--- src/rtl/vote_sequencer.sv ---
// vote_sequencer: round-robin collection of three votes into one shared
// majority/minority voter, with a per-round timeout that forces missing votes to 0.
`default_nettype none

module vote_sequencer #(
  parameter int unsigned TIMEOUT  = 15,
  parameter logic        MINORITY = 1'b0
) (
  input  logic       clk,
  input  logic       reset,
  input  logic       start,
  input  logic [2:0] req,
  input  logic [2:0] vote,
  output logic [2:0] gnt,
  output logic       busy,
  output logic       done,
  output logic       y,
  output logic [2:0] votes,
  output logic [2:0] missing,
  output logic       timeout
);

  typedef enum logic [1:0] {
    S_IDLE    = 2'd0,
    S_COLLECT = 2'd1,
    S_EVAL    = 2'd2,
    S_DONE    = 2'd3
  } state_t;

  localparam logic [7:0] TMO_LAST = 8'(TIMEOUT - 1);

  state_t     state_q, state_d;
  logic [2:0] captured_q, captured_d;
  logic [2:0] votes_q, votes_d;
  logic [2:0] missing_q, missing_d;
  logic       timeout_q, timeout_d;
  logic       y_q, y_d;
  logic [7:0] cnt_q, cnt_d;
  logic [1:0] rr_q, rr_d;

  logic [2:0] elig;
  logic [2:0] pick;
  logic [2:0] cap_all;
  logic [2:0] votes_cap;

  // Rotating priority starting at rr_q; only uncaptured requesters compete.
  always_comb begin
    elig = req & ~captured_q;
    pick = 3'b000;
    case (rr_q)
      2'd0: begin
        if      (elig[0]) pick = 3'b001;
        else if (elig[1]) pick = 3'b010;
        else if (elig[2]) pick = 3'b100;
      end
      2'd1: begin
        if      (elig[1]) pick = 3'b010;
        else if (elig[2]) pick = 3'b100;
        else if (elig[0]) pick = 3'b001;
      end
      default: begin
        if      (elig[2]) pick = 3'b100;
        else if (elig[0]) pick = 3'b001;
        else if (elig[1]) pick = 3'b010;
      end
    endcase
  end

  assign cap_all   = captured_q | pick;
  assign votes_cap = (votes_q & ~pick) | (vote & pick);

  always_comb begin
    state_d    = state_q;
    captured_d = captured_q;
    votes_d    = votes_q;
    missing_d  = missing_q;
    timeout_d  = timeout_q;
    y_d        = y_q;
    cnt_d      = cnt_q;
    rr_d       = rr_q;
    gnt        = 3'b000;
    case (state_q)
      S_IDLE: begin
        if (start) begin
          state_d    = S_COLLECT;
          captured_d = 3'b000;
          votes_d    = 3'b000;
          missing_d  = 3'b000;
          timeout_d  = 1'b0;
          cnt_d      = 8'd0;
        end
      end
      S_COLLECT: begin
        gnt        = pick;
        votes_d    = votes_cap;
        captured_d = cap_all;
        cnt_d      = cnt_q + 8'd1;
        if (pick[0]) rr_d = 2'd1;
        if (pick[1]) rr_d = 2'd2;
        if (pick[2]) rr_d = 2'd0;
        if (cap_all == 3'b111) begin
          state_d = S_EVAL;
        end else if (cnt_q == TMO_LAST) begin
          // A capture in this final cycle still counts; only the rest are forced.
          state_d   = S_EVAL;
          votes_d   = votes_cap & cap_all;
          missing_d = ~cap_all;
          timeout_d = 1'b1;
        end
      end
      S_EVAL: begin
        y_d     = MINORITY ^ ((votes_q[0] & votes_q[1]) |
                              (votes_q[0] & votes_q[2]) |
                              (votes_q[1] & votes_q[2]));
        state_d = S_DONE;
      end
      default: begin
        state_d = S_IDLE;
      end
    endcase
  end

  always_ff @(posedge clk or posedge reset) begin
    if (reset) begin
      state_q    <= S_IDLE;
      captured_q <= 3'b000;
      votes_q    <= 3'b000;
      missing_q  <= 3'b000;
      timeout_q  <= 1'b0;
      y_q        <= 1'b0;
      cnt_q      <= 8'd0;
      rr_q       <= 2'd0;
    end else begin
      state_q    <= state_d;
      captured_q <= captured_d;
      votes_q    <= votes_d;
      missing_q  <= missing_d;
      timeout_q  <= timeout_d;
      y_q        <= y_d;
      cnt_q      <= cnt_d;
      rr_q       <= rr_d;
    end
  end

  assign busy    = (state_q != S_IDLE);
  assign done    = (state_q == S_DONE);
  assign y       = y_q;
  assign votes   = votes_q;
  assign missing = missing_q;
  assign timeout = timeout_q;

endmodule

`default_nettype wire

--- config.mk ---
export PLATFORM = sky130hd
export DESIGN_NAME = vote_sequencer
export DESIGN_NICKNAME = d
export VERILOG_FILES = /design/src/rtl/vote_sequencer.sv
export SDC_FILE = /design/constraint.sdc
export NUM_CORES = 1
export LEC_CHECK = 0
export CORE_ASPECT_RATIO = 0.7
export CORE_MARGIN = 5
export CORE_UTILIZATION = 60
export DETAILED_ROUTE_END_ITERATION = 10
export DONT_BUFFER_PORTS = 1
export PLACE_DENSITY_LB_ADDON = 0.2
export SYNTH_ARGS = -nofsm -noshare
export SYNTH_HDL_FRONTEND = slang
export SYNTH_SLANG_ARGS = --single-unit
--- constraint.sdc ---
create_clock -name clk -period 5.1 [get_ports clk]
set_input_delay 1.02 -clock clk [delete_from_list [all_inputs] [get_ports clk]]
set_output_delay 1.02 -clock clk [all_outputs]
set_load 0.02 [all_outputs]
==> impl_metrics.tcl, run 1 <==
set metrics [dict create \
    synth_flop_cell "dfrtp_1" \
    power_density_nw_per_um2 528 \
    ff_latch_area_um2 576 \
    wirelength_mm 2.55 \
    synthAdderAreaFrac 0.0755 \
    synth_cell_types 41 \
    worstPathMaxFanout 6 \
    fin_util 0.637 \
    cts_hold_buf 0 \
    drc_errors 0 \
    cts_buffer_depth 2 \
    synth_seq_cells 23 \
    syn_inst 139 \
    finalNetCount 157 \
    synth_area_um2 1290 \
    synth_area_leaders "dfrtp_1 45%, ha_1 6.8%, o21ai_0 5.0%" \
    worstPathRequired_ns 4.08 \
    netSwitchingPower_uw 325 \
    port_buffers 0 \
    area_delta_synth_final_pct 3.58 \
    routedWlPerCell_um 15.5 \
    relSlewSlack 0.415 \
    p_leak_uw 0.000605 \
    dpl.cell_count 160 \
    antennaDiodeCount 0 \
    share_seq_of_total_power 0.449 \
    grt_setup_unrepaired "false" \
    cts-root-buf "clkbuf_4" \
    cts-resized-gates 0 \
    fin_crit_ns 3.11 \
    fin_cells 164 \
    synth_seq_area_share 0.445 \
    slew_viol_final 0 \
    multi_input_area_um2 672 \
    core_um2 2100 \
    grt_pass1_vias 967 \
    postCtsSetupRepairBufs 0 \
    cts_buffers 3 \
    gp_congestion 0.853 \
    cell_internal_pwr_uw 381 \
    synth.largest_area_cell "dfrtp_1" \
    synth_edf_count 0 \
    synthMuxAreaShare 0.0252 \
    worstMarginPinSlew_ns 0.877 \
    grt_util_all_layers 0.174 \
    h-tree-depth 1 \
    synth_warnings 0 \
    yosysTopAreaCellShare 0.445 \
    yosysMostFrequentCell "dfrtp_1" \
    switching_share 0.460 \
    drt-pass1-iter-count 4 \
    synth_common_cells "23 x dfrtp_1, 13 x nand2_1, 13 x nor2_1, 13 x o21ai_0, 9 x inv_1" \
    synth_top_family_by_area "simple AND/OR/NAND/NOR gates" \
    vias 997 \
    cp-start-kind "input port" \
    yosys.area_share.simple 0.222 \
    grt_max_degree 24 \
    hold_class "flip-flop to flip-flop" \
    dpl.hpwl_mm 1.94 \
    nFillCells 203 \
    synth-compound-area-share 0.170 \
    max-cap-violations 0 \
    pwr-share-comb 0.433 \
    finalSetupViolCount 0 \
    clk_pin_slew_worst_paths_ns 0.12 \
    cp_data_arrival_time_ns 2.09 \
    hold_viol 0 \
    gr-total-overflow 0 \
    synthArstFlopShare 1.00 \
    synth_xor_area_frac 0.0271 \
    start_util 0.615 \
    ir_drop_uv 380 \
    max_freq_mhz 322 \
    drive_gt1_frac 0.0643 \
    die_h_um 48.8 \
    grt_pass1_wl_mm 4.39 \
    clkPwrFrac 0.118 \
    cts_sinks 23 \
    num_rows 14 \
    detail_route.vias_per_cell 6.08 \
    syn_area_per_cell_um2 9.30 \
    fin_setup_tns_ns 0 \
    dieWidth_um 65.5 \
    status "complete, no violations" \
    cts_tree "built" \
    detail_route.iter0.violations 61 \
    endpoint_kind "output port" \
    die-area_um2 3200 \
    syn-num-nets 155 \
    clk_latency_ns 0.31 \
    path_class "input port to output port" \
    ant_nets 0 \
    fin_crit_sh 0.609 \
    ioPinCount 22 \
    grt_antenna_before_repair 0 \
    fin_skew_ns 0.00439 \
]
[final timing paths]
check / slack (ns) / start / to / cells after the start
min in group asynchronous: 0.77 / reset / timeout$_DFFE_PP0P_ / 1
max: 1.99 / req[0] / gnt[0] / 3
max in group asynchronous: 3.80 / reset / cnt_q[5]$_DFFE_PP0P_ / 1
min reg2reg: 0.56 / cnt_q[1]$_DFFE_PP0P_ / cnt_q[1]$_DFFE_PP0P_ / 2
min: 0.56 / cnt_q[1]$_DFFE_PP0P_ / cnt_q[1]$_DFFE_PP0P_ / 2
max reg2reg: 2.73 / state_q[1]$_DFFE_PP0P_ / cnt_q[5]$_DFFE_PP0P_ / 7
[registers in the layout, indices dropped and copies added (netlist names)]
name / flops
rr_q: 2
captured_q: 3
votes: 3
state_q: 2
missing: 3
cnt_q: 8
y: 1
timeout: 1
[layout make-up]
| class | count | area share |
|---|---|---|
| multi-input combinational | 104 | 0.502 |
| sequential | 23 | 0.430 |
| inverter | 9 | 0.0252 |
| clock inverter | 1 | 0.00374 |
| tap | 24 | 0.0224 |
| clock buffer | 3 | 0.0168 |
[critical path: stages]
cell,delay [ns]
or4b_1,0.53
o21ai_0,0.21
and2_1,0.33
[through the flow]
stage / hold WS, ns / setup WS, ns / area [um^2] / total power, uW
3_3_place_gp: 0.523 / 2.01 / 1310 / 610
2_1_floorplan: 0.496 / 2.10 / 1290 / 552
4_1_cts: 0.566 / 1.99 / 1340 / 712
3_5_place_dp: 0.538 / 2.00 / 1310 / 627
6_report: 0.560 / 1.99 / 1340 / 707
5_1_grt: 0.604 / 1.91 / 1340 / 772
[power groups by stage]
| stage | Sequential (uW) | Combinational (uW) | Clock (uW) |
|---|---|---|---|
| after floorplan | 304 | 249 | 0 |
| after global placement | 316 | 293 | 0 |
| after detailed placement | 320 | 307 | 0 |
| after CTS | 316 | 310 | 86.6 |
| after global routing | 329 | 347 | 95.2 |
| final | 317 | 306 | 83.4 |
[cells in the final DEF, fill, tap and decap left out, drive strengths merged, types with 2 or more instances in the layout]
cell,instances
and2,4
inv,9
nand2,13
nand2b,4
a21oi,4
mux2,2
nor3,2
ha,7
dfrtp,23
o31ai,2
or3,2
clkbuf,3
nor2,13
o21ai,17
nand4,3
and3,2
nand3,4
nor2b,2
xor2,4
[logic make-up (layout without fill, tap and decap cells)]
group | count (synthesis) | count (layout)
xor gates and xnor gates | 4 | 4
adders and majority gates | 8 | 8
muxes | 3 | 3
DFF | 23 | 23
AOI/OAI and AO/OA | 34 | 34
buffers and inverters | 12 | 13
and+or+nand+nor | 55 | 55
[per-layer routing]
metal	GRT usage	vias to the layer above	share of wire
met1	0.224	469	0.44
met4	0.0310	0	0.017
met3	0.0760	7	0.084
li1	-	486	-
met5	0	-	0
met2	0.274	35	0.46
Power figures use the tool's default switching activity.
==> run 2, diff against run 1 <==
Clock period 5.1 ns to 3.2 ns, I/O delays scaled along.
==> run 2 against run 1 <==
First-iteration DRC count grew 21%; clock-buffer cell count grew 1; critical path depth is the same; die area is the same; non-clock buffer count is the same; utilization shrank 0.060 points; routed wire length grew 2.1%; combinational power grew 59%; sequential share of layout area is essentially flat; via count grew 0.30%; global-route usage grew 0.76 points; register-to-register slack lost 1.9 ns.
==> impl_metrics.tcl, run 2 (synthesis gave the netlist of run 1 again) <==
set metrics [dict create \
    status "complete, no violations" \
    area_delta_synth_final_pct 3.48 \
    max_freq_mhz 383 \
    fin_setup_tns_ns 0 \
    hold_slack_ns 0.367 \
    regMostFlops "cnt_q" \
    num_rows 14 \
    port_buffers 0 \
    worstPathMaxFanout 6 \
    ant_nets 0 \
    clk_latency_ns 0.32 \
    endpoint_kind "output port" \
    max-cap-violations 0 \
    largest_register_ffs 8 \
    p_leak_uw 0.000602 \
    worstPathRequired_ns 2.56 \
    clk_pin_slew_worst_paths_ns 0.13 \
    cp-startpoint "captured_q[0]$_DFFE_PP0P_" \
    gp_congestion 0.868 \
    power_uw 1130 \
    ff_latch_area_um2 576 \
    crit_end "gnt[0]" \
    hold_class "input port to asynchronous set/reset pin" \
    grt_antenna_before_repair 0 \
    grt_pass1_wl_mm 4.44 \
    mostFrequentLayoutCells "23 x dfrtp_1, 13 x nand2_1, 13 x nor2_1, 13 x o21ai_0, 9 x inv_1" \
    drt-pass1-iter-count 4 \
    pwr-share-comb 0.431 \
    ir_drop_uv 534 \
    place_ws_ns 0.853 \
    drc_errors 0 \
    clkPwrFrac 0.122 \
    netSwitchingPower_uw 520 \
    fin_skew_ns 0.0106 \
    r2r_slack_ns 0.85 \
    die_h_um 48.8 \
    cts-resized-gates 0 \
    finalSetupViolCount 0 \
    use_met2 0.294 \
    wirelength_mm 2.60 \
    slew_viol_final 0 \
    share_seq_of_total_power 0.448 \
    grt_util_all_layers 0.181 \
    h-tree-depth 1 \
    cts_sinks 23 \
    use_met3 0.0599 \
    cell_internal_pwr_uw 612 \
    r2r_cells 7 \
    grt_setup_unrepaired "false" \
    cts_hold_buf 0 \
    detail_route.vias_per_cell 6.10 \
    switching_share 0.460 \
    antennaDiodeCount 0 \
    cts-root-buf "clkbuf_4" \
    grtUsageMet1 0.230 \
    hold_viol 0 \
    die-area_um2 3200 \
    dieWidth_um 65.5 \
    fin_crit_sh 0.815 \
    busiest_layer "met2" \
    ioPinCount 22 \
    cp_data_arrival_time_ns 1.97 \
    cts_tree "built" \
    grt_max_degree 24 \
    finalNetCount 157 \
    cts_buffer_depth 2 \
    cts_buffers 3 \
    nFillCells 177 \
    drive_gt1_frac 0.0571 \
    final_common_cell "dfrtp_1" \
    core_um2 2100 \
    power_density_nw_per_um2 846 \
    multi_input_area_um2 672 \
    relSlewSlack 0.422 \
    worstMarginPinSlew_ns 0.865 \
    cp-start-kind "flip-flop" \
    path_class "flip-flop to output port" \
    r2r_start "state_q[1]$_DFFE_PP0P_" \
    setup_ws_ns 0.592 \
    fin_crit_ns 2.61 \
    r2r_end "cnt_q[7]$_DFFE_PP0P_" \
    detail_route.iter0.violations 74 \
    vias 1000 \
    dpl.hpwl_mm 1.94 \
    gr-total-overflow 0 \
    grt_pass1_vias 961 \
    start_util 0.615 \
    postCtsSetupRepairBufs 0 \
    routedWlPerCell_um 15.9 \
]
==> run 2: cell count changes in the layout (fill, tap and decap cells not counted) <==
cell / change
clkbuf_1: +1
clkinv_2: -1
==> run 2: how the worst min path moves through the flow <==
stage	to	slack, ns	startpoint
2_1_floorplan	rr_q[0]$_DFFE_PP0P_	0.50	rr_q[0]$_DFFE_PP0P_
3_3_place_gp	rr_q[0]$_DFFE_PP0P_	0.52	rr_q[0]$_DFFE_PP0P_
3_5_place_dp	rr_q[0]$_DFFE_PP0P_	0.53	rr_q[0]$_DFFE_PP0P_
4_1_cts	captured_q[0]$_DFFE_PP0P_	0.40	reset
5_1_grt	captured_q[0]$_DFFE_PP0P_	0.45	reset
6_report	cnt_q[5]$_DFFE_PP0P_	0.37	reset
==> run 2: critical path, cell delays in order (launching register included) <==
cell     delay (ns)
dfrtp_1        0.46
or4b_1         0.64
o21ai_0        0.22
and2_1         0.33
==> run 2: layer usage <==
layer / routed length (um) / up-vias
li1: - / 488
met1: 1200 / 483
met2: 1200 / 24
met3: 167 / 5
met4: 36 / 0
met5: 0 / -
==> run 2: power by group through the flow <==
stage	Combinational [uW]	Sequential, uW	Clock, uW
final	488	506	138
after global routing	548	526	158
after CTS	490	505	145
after detailed placement	487	511	0
after global placement	467	505	0
after floorplan	396	484	0
==> run 2: through the flow <==
step | cell area (um^2) | util | cells
3_3_place_gp | 1310 | 0.624 | 160
2_1_floorplan | 1290 | - | 139
4_1_cts | 1340 | 0.636 | 164
6_report | 1340 | 0.636 | 164
5_1_grt | 1340 | 0.636 | 164
3_5_place_dp | 1310 | 0.624 | 160
==> run 2: final cells by class <==
cell class                      count  share of cell area
Clock buffer                        4              0.0196
Tap cell                           24              0.0225
Multi-Input combinational cell    104               0.502
Inverter                            9              0.0253
Sequential cell                    23               0.430
==> run 3, diff against run 2 <==
Clock period 3.2 ns to 2.54 ns, I/O delays scaled along.
==> run 3 against run 2 <==
Critical path depth unchanged; hold slack worse by 0.14 ns; sequential share of layout area down 0.56 points; routed wire length up 1.6%; highest routed layer unchanged; clock skew down 0.00056 ns; largest cell class unchanged.
==> impl_metrics.tcl, run 3 (synthesis gave the netlist of run 1 again) <==
set metrics [dict create \
    final_common_cell "dfrtp_1" \
    cts_buffer_depth 2 \
    critPathSlowestCell "or4b_1" \
    clk_latency_ns 0.32 \
    finalSetupViolCount 0 \
    drc_errors 0 \
    die_h_um 48.8 \
    clkPwrFrac 0.120 \
    area_delta_synth_final_pct 4.84 \
    grt_setup_unrepaired "false" \
    drive_gt1_frac 0.0845 \
    cts_buffers 3 \
    cts_hold_buf 0 \
    critPathMaxStageDelay_ns 0.64 \
    cell_internal_pwr_uw 786 \
    largest_register_ffs 8 \
    cts_sinks 23 \
    critPathBufInv 0 \
    hold_viol 0 \
    grt_antenna_before_repair 0 \
    place_ws_ns 0.422 \
    ant_nets 0 \
    fin_skew_ns 0.0100 \
    grt_util_all_layers 0.182 \
    ir_drop_uv 619 \
    endpoint_kind "output port" \
    relSlewSlack 0.423 \
    detail_route.vias_per_cell 6.14 \
    num_rows 14 \
    worstPathMaxFanout 6 \
    drt-pass1-iter-count 4 \
    vias 1019 \
    share_seq_of_total_power 0.437 \
    antennaDiodeCount 0 \
    worstMarginPinSlew_ns 0.864 \
    core_um2 2100 \
    finalNetCount 159 \
    dpl.hpwl_mm 2.03 \
    cp_cell_sequence "or4b_1 -> o21ai_0 -> and2_2" \
    die-area_um2 3200 \
    max_freq_mhz 411 \
    status "complete, no violations" \
    clk_pin_slew_worst_paths_ns 0.13 \
    slew_viol_final 0 \
    path_class "flip-flop to output port" \
    ioPinCount 22 \
    switching_share 0.460 \
    cts_tree "built" \
    routedWlPerCell_um 15.9 \
    worstPathRequired_ns 2.03 \
    netSwitchingPower_uw 671 \
    grt_pass1_wl_mm 4.49 \
    gr-total-overflow 0 \
    port_buffers 0 \
    hold_class "input port to asynchronous set/reset pin" \
    cp-start-kind "flip-flop" \
    grt_pass1_vias 943 \
    fin_crit_ns 2.43 \
    fin_crit_sh 0.957 \
    detail_route.iter0.violations 89 \
    critPathTopFamily "simple AND/OR/NAND/NOR gates" \
    setup_ws_ns 0.109 \
    pwr-share-comb 0.442 \
    p_leak_uw 0.000616 \
    power_density_nw_per_um2 1080 \
    start_util 0.615 \
    h-tree-depth 1 \
    wirelength_mm 2.65 \
    fin_setup_tns_ns 0 \
    regMostFlops "cnt_q" \
    grt_max_degree 24 \
    dieWidth_um 65.5 \
    cts-root-buf "clkbuf_4" \
    max-cap-violations 0 \
    cp_data_arrival_time_ns 1.92 \
    gp_congestion 0.866 \
    mostFrequentLayoutCells "23 x dfrtp_1, 13 x nand2_1, 13 x nor2_1, 13 x o21ai_0, 9 x inv_1" \
]
==> run 3: cell count changes in the layout (fill, tap and decap cells not counted), sizes merged <==
| cell | previous run | this run |
|---|---|---|
| buf | 0 | 2 |
| clkbuf | 4 | 3 |
| clkinv | 0 | 1 |
==> run 3: worst paths after layout <==
| kind | start | to | slack [ns] | depth (start not counted) |
|---|---|---|---|---|
| min in group clk | vote[2] | votes[2]$_DFFE_PP0P_ | 0.34 | 1 |
| setup / recovery | captured_q[0]$_DFFE_PP0P_ | gnt[0] | 0.11 | 3 |
| hold reg to reg | cnt_q[1]$_DFFE_PP0P_ | cnt_q[1]$_DFFE_PP0P_ | 0.57 | 2 |
| max in group asynchronous | reset | state_q[0]$_DFFE_PP0P_ | 1.77 | 1 |
| hold / removal | reset | cnt_q[4]$_DFFE_PP0P_ | 0.23 | 1 |
| setup reg to reg | captured_q[1]$_DFFE_PP0P_ | state_q[1]$_DFFE_PP0P_ | 0.41 | 5 |
==> run 3: power by group through the flow <==
stage,Sequential (uW),Clock [uW],Combinational (uW)
6_report,638,175,645
3_5_place_dp,643,0,640
3_3_place_gp,634,0,622
5_1_grt,658,197,726
4_1_cts,635,181,645
2_1_floorplan,610,0,499
==> run 3: stage by stage <==
stage / hold WS, ns / utilization / instance area (um^2) / total power, uW / instances
after floorplan: 0.496 / - / 1290 / 1110 / 139
after global placement: 0.522 / 0.631 / 1330 / 1260 / 162
after detailed placement: 0.544 / 0.631 / 1330 / 1280 / 162
after CTS: 0.261 / 0.644 / 1350 / 1460 / 166
after global routing: 0.325 / 0.645 / 1360 / 1580 / 166
final: 0.231 / 0.645 / 1360 / 1460 / 166
==> run 3: layer usage <==
layer	global-route usage	vias up	part of all wire	wire [um]
li1	-	498	-	-
met1	0.258	481	0.46	1220
met2	0.269	36	0.45	1190
met3	0.0599	4	0.083	219
met4	0.0414	0	0.0079	21
met5	0	-	0	0
==> run 3: timing repair <==
| item | CTS | global route |
|---|---|---|
| endpoints found under the setup margin | 0 | 1 |
| setup buffers | 0 | 0 |
| hold endpoints to repair | 0 | 0 |
| resized for setup | 0 | 1 |
==> run 3: cell type report <==
class	count	area [um^2]
timing repair buffer	2	15.0
fill	181	747
multi-input combinational	104	673
clock buffer	3	22.5
clock inverter	1	5.00
sequential	23	576
tap	24	30.0
inverter	9	33.8
==> run 3: worst reg2reg max path, stage by stage (launching register included) <==
cell and delay (ns):
dfrtp_1 0.47, or3b_4 0.46, a311oi_2 0.38, a211oi_1 0.16, o21ai_2 0.21, mux2_1 0.34
